## config.mk

```make
export PLATFORM = sky130hd
export DESIGN_NAME = shreg_tx
export DESIGN_NICKNAME = d
export VERILOG_FILES = /design/src/rtl/shreg_tx.sv
export SDC_FILE = /design/constraint.sdc
export NUM_CORES = 1
export LEC_CHECK = 0
export ABC_AREA = 0
export ABC_CLOCK_PERIOD_IN_PS = 2100
export CORE_MARGIN = 2
export CORE_UTILIZATION = 50
export DETAILED_ROUTE_END_ITERATION = 10
export GPL_TIMING_DRIVEN = 0
export PLACE_DENSITY = 0.78
export SKIP_CTS_REPAIR_TIMING = 1
export SLEW_MARGIN = 15
export SYNTH_ARGS = -nofsm -noshare
export SYNTH_HDL_FRONTEND = slang
export SYNTH_SLANG_ARGS = --single-unit
export TNS_END_PERCENT = 5
```

## constraint.sdc

```tcl
create_clock -name clk_i -period 2.1 [get_ports clk_i]
set_clock_uncertainty 0.2 [all_clocks]
set_input_delay 0.63 -clock clk_i [delete_from_list [all_inputs] [get_ports clk_i]]
set_output_delay 0.63 -clock clk_i [all_outputs]
set_load 0.01 [all_outputs]
```

## src/rtl/shreg_tx.sv

```systemverilog
// shreg_tx: MSB-first serial transmitter for 74HC595-style chains (sclk shifts, lclk latches).
// Define SHREG_TX_BUFFER_EN to add a one-entry holding register for gapless back-to-back frames.
module shreg_tx #(
  parameter int unsigned WIDTH   = 16,
  parameter int unsigned CLK_DIV = 2
) (
  input  logic             clk_i,
  input  logic             reset_i,
  input  logic [WIDTH-1:0] data_i,
  input  logic             valid_i,
  output logic             ready_o,
  output logic             busy_o,
  output logic             done_o,
  output logic             ser_o,
  output logic             sclk_o,
  output logic             lclk_o
);
  localparam int unsigned DivW = $clog2(CLK_DIV);
  localparam int unsigned BitW = $clog2(WIDTH);
  localparam logic [DivW-1:0] DivLast = DivW'(CLK_DIV - 1);
  localparam logic [BitW-1:0] BitLast = BitW'(WIDTH - 1);

  typedef enum logic [2:0] {StIdle, StShiftLo, StShiftHi, StLatchHi, StLatchLo} state_e;

  state_e           state_q, state_d;
  logic [DivW-1:0]  div_q, div_d;
  logic [BitW-1:0]  bit_q, bit_d;
  logic [WIDTH-1:0] shreg_q, shreg_d;
  logic             ser_q, ser_d, sclk_q, sclk_d, lclk_q, lclk_d, done_q, done_d;
  logic             accept, div_last, start;
  logic [WIDTH-1:0] start_word;

`ifdef SHREG_TX_BUFFER_EN
  logic [WIDTH-1:0] hold_q, hold_d;
  logic             hold_vld_q, hold_vld_d;
  logic             launch_ok;
  assign ready_o = ~hold_vld_q;
`else
  assign ready_o = (state_q == StIdle);
`endif

  assign accept   = valid_i & ready_o;
  assign div_last = (div_q == DivLast);
  assign busy_o   = (state_q != StIdle);
  assign done_o   = done_q;
  assign ser_o    = ser_q;
  assign sclk_o   = sclk_q;
  assign lclk_o   = lclk_q;

  // A held word launches from IDLE or straight out of LATCH_LO's final cycle.
  always_comb begin
`ifdef SHREG_TX_BUFFER_EN
    launch_ok  = (state_q == StIdle) || ((state_q == StLatchLo) && div_last);
    start      = launch_ok & (hold_vld_q | accept);
    start_word = hold_vld_q ? hold_q : data_i;
    hold_d     = hold_q;
    hold_vld_d = hold_vld_q;
    if (start && hold_vld_q) begin
      hold_vld_d = 1'b0;
    end else if (accept && !start) begin
      hold_d     = data_i;
      hold_vld_d = 1'b1;
    end
`else
    start      = accept;
    start_word = data_i;
`endif
  end

  always_comb begin
    state_d = state_q;
    div_d   = div_q;
    bit_d   = bit_q;
    shreg_d = shreg_q;
    if (state_q != StIdle) begin
      div_d = div_last ? '0 : div_q + DivW'(1);
    end
    unique case (state_q)
      StIdle: begin
        if (start) begin
          state_d = StShiftLo;
          shreg_d = start_word;
          bit_d   = '0;
          div_d   = '0;
        end
      end
      StShiftLo: if (div_last) state_d = StShiftHi;
      StShiftHi: begin
        if (div_last) begin
          shreg_d = shreg_q << 1;
          if (bit_q == BitLast) begin
            state_d = StLatchHi;
          end else begin
            bit_d   = bit_q + BitW'(1);
            state_d = StShiftLo;
          end
        end
      end
      StLatchHi: if (div_last) state_d = StLatchLo;
      StLatchLo: begin
        if (div_last) begin
          state_d = StIdle;
          if (start) begin
            state_d = StShiftLo;
            shreg_d = start_word;
            bit_d   = '0;
          end
        end
      end
      default: state_d = StIdle;
    endcase

    // Pins are registered from the next state so they switch cleanly on clock edges.
    sclk_d = (state_d == StShiftHi);
    lclk_d = (state_d == StLatchHi);
    done_d = (state_d == StLatchLo) && (div_d == DivLast);
    ser_d  = ser_q;
    if (state_d == StIdle) begin
      ser_d = 1'b0;
    end else if ((state_d == StShiftLo) && (state_q != StShiftLo)) begin
      ser_d = shreg_d[WIDTH-1];
    end
  end

  always_ff @(posedge clk_i or posedge reset_i) begin
    if (reset_i) begin
      state_q <= StIdle;
      div_q   <= '0;
      bit_q   <= '0;
      shreg_q <= '0;
      ser_q   <= 1'b0;
      sclk_q  <= 1'b0;
      lclk_q  <= 1'b0;
      done_q  <= 1'b0;
    end else begin
      state_q <= state_d;
      div_q   <= div_d;
      bit_q   <= bit_d;
      shreg_q <= shreg_d;
      ser_q   <= ser_d;
      sclk_q  <= sclk_d;
      lclk_q  <= lclk_d;
      done_q  <= done_d;
    end
  end

`ifdef SHREG_TX_BUFFER_EN
  always_ff @(posedge clk_i or posedge reset_i) begin
    if (reset_i) begin
      hold_q     <= '0;
      hold_vld_q <= 1'b0;
    end else begin
      hold_q     <= hold_d;
      hold_vld_q <= hold_vld_d;
    end
  end
`endif

endmodule

```

==> impl_metrics.csv <==
group,metric,value,unit
outcome,outcome,"completed",
setup_path,end_kind,"output port",
grt,grt_usage,18.91,%
die,fp-row-count,18,
die,fp.dieArea,2983,um2
cts,path_clk_slew,150,ps
setup_path,crit_chain,"buf_6, nor3_4, inv_1, buf_2",
yosys,synth_fp_nets,132,
route,drt_iter0_markers,70,
cells_and_area,multi_input_area,464.2,um2
route,routedWlPerCell,14.53,um
yosys,synthMuxAreaShare,3.223,%
timing,hold_ws,303.7,ps
die,die_y,54.62,um
yosys,synth_flop_cell,"dfrtp_1",
cells_and_area,seq_area,701.9,um2
die,core_area,2455,um2
die,ios,25,
run,max-cap-violations,0,
timing,fin_crit_sh,99.44,%
timing,finalHoldViolCount,0,
grt,antenna_found_initial,0,
yosys,synth_area_per_cell,11.44,um2
cts,cts-root-buf,"clkbuf_4",
timing,fin_crit,2088,ps
cells_and_area,final_nets,162,
cells_and_area,synthToLayoutAreaGrowth,27.54,%
placement,io_buffers,24,
cells_and_area,fin_util,66.56,%
timing,fin_ws,11.70,ps
grt,grt_first_pass_wirelength,4.057,mm
yosys,yosysWarnings,0,
route,first_pass_iters,4,
yosys,yosys-top-cells-area,"dfrtp_1 55%, a222oi_1 11%, inv_1 5.3%",
cts,clk_path_buf_depth,2,
placement,dp_slack,-405.0,ps
setup_path,critPathLaunchType,"register",
yosys,synthCells,112,
power,p_per_area,1391,nW/um2
yosys,synthSimpleGateAreaFrac,10.55,%
yosys,async_reset_ff_share,100.0,%
grt,grt_overflow,0,
route,vias,981,
timing,rsz0062_at_grt,"yes",
yosys,synth_xor_area_share,0,%
yosys,synth_top_family_by_area,"compound AO/OA/AOI/OAI gates",
timing,setup_viol,0,
cts,h-tree-depth,1,
yosys,netlist_area,1281,um2
setup_path,critPathKind,"register to output port",
timing,worst_slew_pin_slew,970.5,ps
cts,clock_sinks,28,
yosys,synth_compound_area_share,20.51,%
timing,final_max_slew_viol_count,0,
yosys,synth_top_area_cell,"dfrtp_1",
placement,routabilityCongestion,0.7534,
power,power.leakage,0.7958,nW
route,routed_via_density,5.737,
yosys,synth_most_common_cell,"dfrtp_1",
setup_path,critPathMaxFanout,5,
yosys,ys_ff_latch,28,
yosys,yosys.area_share.adder,0.9766,%
yosys,synthTopCellsByCount,"28 x dfrtp_1, 18 x inv_1, 14 x a222oi_1",
timing,fmax,478.9,MHz
yosys,synth_top_area_share,54.69,%
cells_and_area,layout-drive-gt1-share,16.31,%
route,route.detailed.drc,0,
cts,cts_buffers,3,
placement,place_hpwl,1.758,mm
cts,cts_tree,"done",
route,route.antenna.remaining_nets,0,
yosys,synth_seq_area_share,54.69,%
route,drt-total-wl,2.485,mm
setup_path,critPathRequiredTime,1270,ps
die,die_w,54.62,um
setup_path,cpMaxStageDelayCell,"dfrtp_1",
yosys,synth_cell_types,33,
grt,grt_max_degree,29,
grt,grt_pass1_vias,968,
timing,max_slew_margin,34.90,%
cells_and_area,fillers,195,
cts,insertion_delay,330,ps
cells_and_area,diodes,0,
setup_path,r2r_cells,7,
die,start_util,52.19,%
setup_path,cp.arrival,1260,ps
worst_hold_path,hold_class,"register to register",
yosys,synth_enable_flop_cells,0,
worst_hold_path,holdPathStages,2,
power,ir_drop,841.9,uV
setup_path,cpPeakStageDelay,400,ps
-- area by class of cell --
| class | count | area share [%] |
|---|---|---|
| inverters | 18 | 4.135 |
| plain buffers | 8 | 4.135 |
| clock inverters | 1 | 1.838 |
| well taps | 30 | 2.297 |
| repair buffers | 25 | 14.85 |
| multi-input cells | 58 | 28.41 |
| flip-flops and latches | 28 | 42.96 |
| clock buffers | 3 | 1.378 |
-- flip-flops by register name (all words and copies together), names as in the netlist --
signal / flops
sclk_o: 1
lclk_o: 1
ser_o: 1
div_last: 1
state_q: 3
done_o: 1
shreg_q: 16
bit_q: 4
-- metrics by stage --
stage	instance area (um2)	TNS, ps	cells	total power, mW
after global routing	1634	-163.2	171	2.466
after CTS	1612	-1009	170	2.258
after floorplan	1281	0	112	1.606
after global placement	1559	-3719	166	1.852
final	1634	0	171	2.273
after detailed placement	1559	-5610	166	1.909
-- layout by cell type (no fill, tap or decap), types with 2 or more instances in the layout --
master / Yosys / routed
clkbuf_4: 0 / 4
inv_1: 18 / 17
o21ai_1: 2 / 2
a21oi_1: 5 / 5
dlymetal6s2s_1: 0 / 2
mux2i_1: 3 / 3
dfrtp_1: 28 / 27
nand2_1: 3 / 2
buf_6: 2 / 3
buf_2: 1 / 2
o21ai_0: 6 / 6
and2_1: 3 / 3
buf_4: 4 / 4
or3_1: 2 / 2
clkdlybuf4s50_1: 0 / 20
a222oi_1: 14 / 14
nand3_1: 2 / 2
-- worst max-delay path: cells and delay by family, from the launching register on --
kind                   cells  cell delay (ps)
and+or+nand+nor            1              210
buffers and inverters      3              320
DFF                        1              400
-- metal layers --
metal | track usage (%) | wire [um] | up-vias
met2 | 32.54 | 1262 | 24
met1 | 23.50 | 1075 | 480
met4 | 7.500 | 25 | 0
li1 | - | - | 473
met5 | 0 | 0 | -
met3 | 3.005 | 121 | 4
-- kinds of logic (layout without fill, tap and decap cells) --
family	Yosys count	after routing
AOI/OAI and AO/OA	33	33
adders and majority gates	1	1
buffers and inverters	26	55
DFF	28	28
muxes	4	4
and+or+nand+nor	20	20
-- path summary, 6_finish.rpt --
path	from	endpoint	slack (ps)
max in group asynchronous	reset_i	state_q[2]	710
hold reg to reg	shreg_q[1]	shreg_q[2]	300
min in group asynchronous	reset_i	shreg_q[12]	500
hold / removal	shreg_q[1]	shreg_q[2]	300
setup reg to reg	state_q[1]	shreg_q[8]	170
setup / recovery	state_q[1]	busy_o	10
-- power by group --
group	switching [mW]	internal [mW]
clock network	0.158	0.193
registers	0.148	0.766
logic	0.509	0.499
No activity file was read; power rests on OpenSTA's default activity.
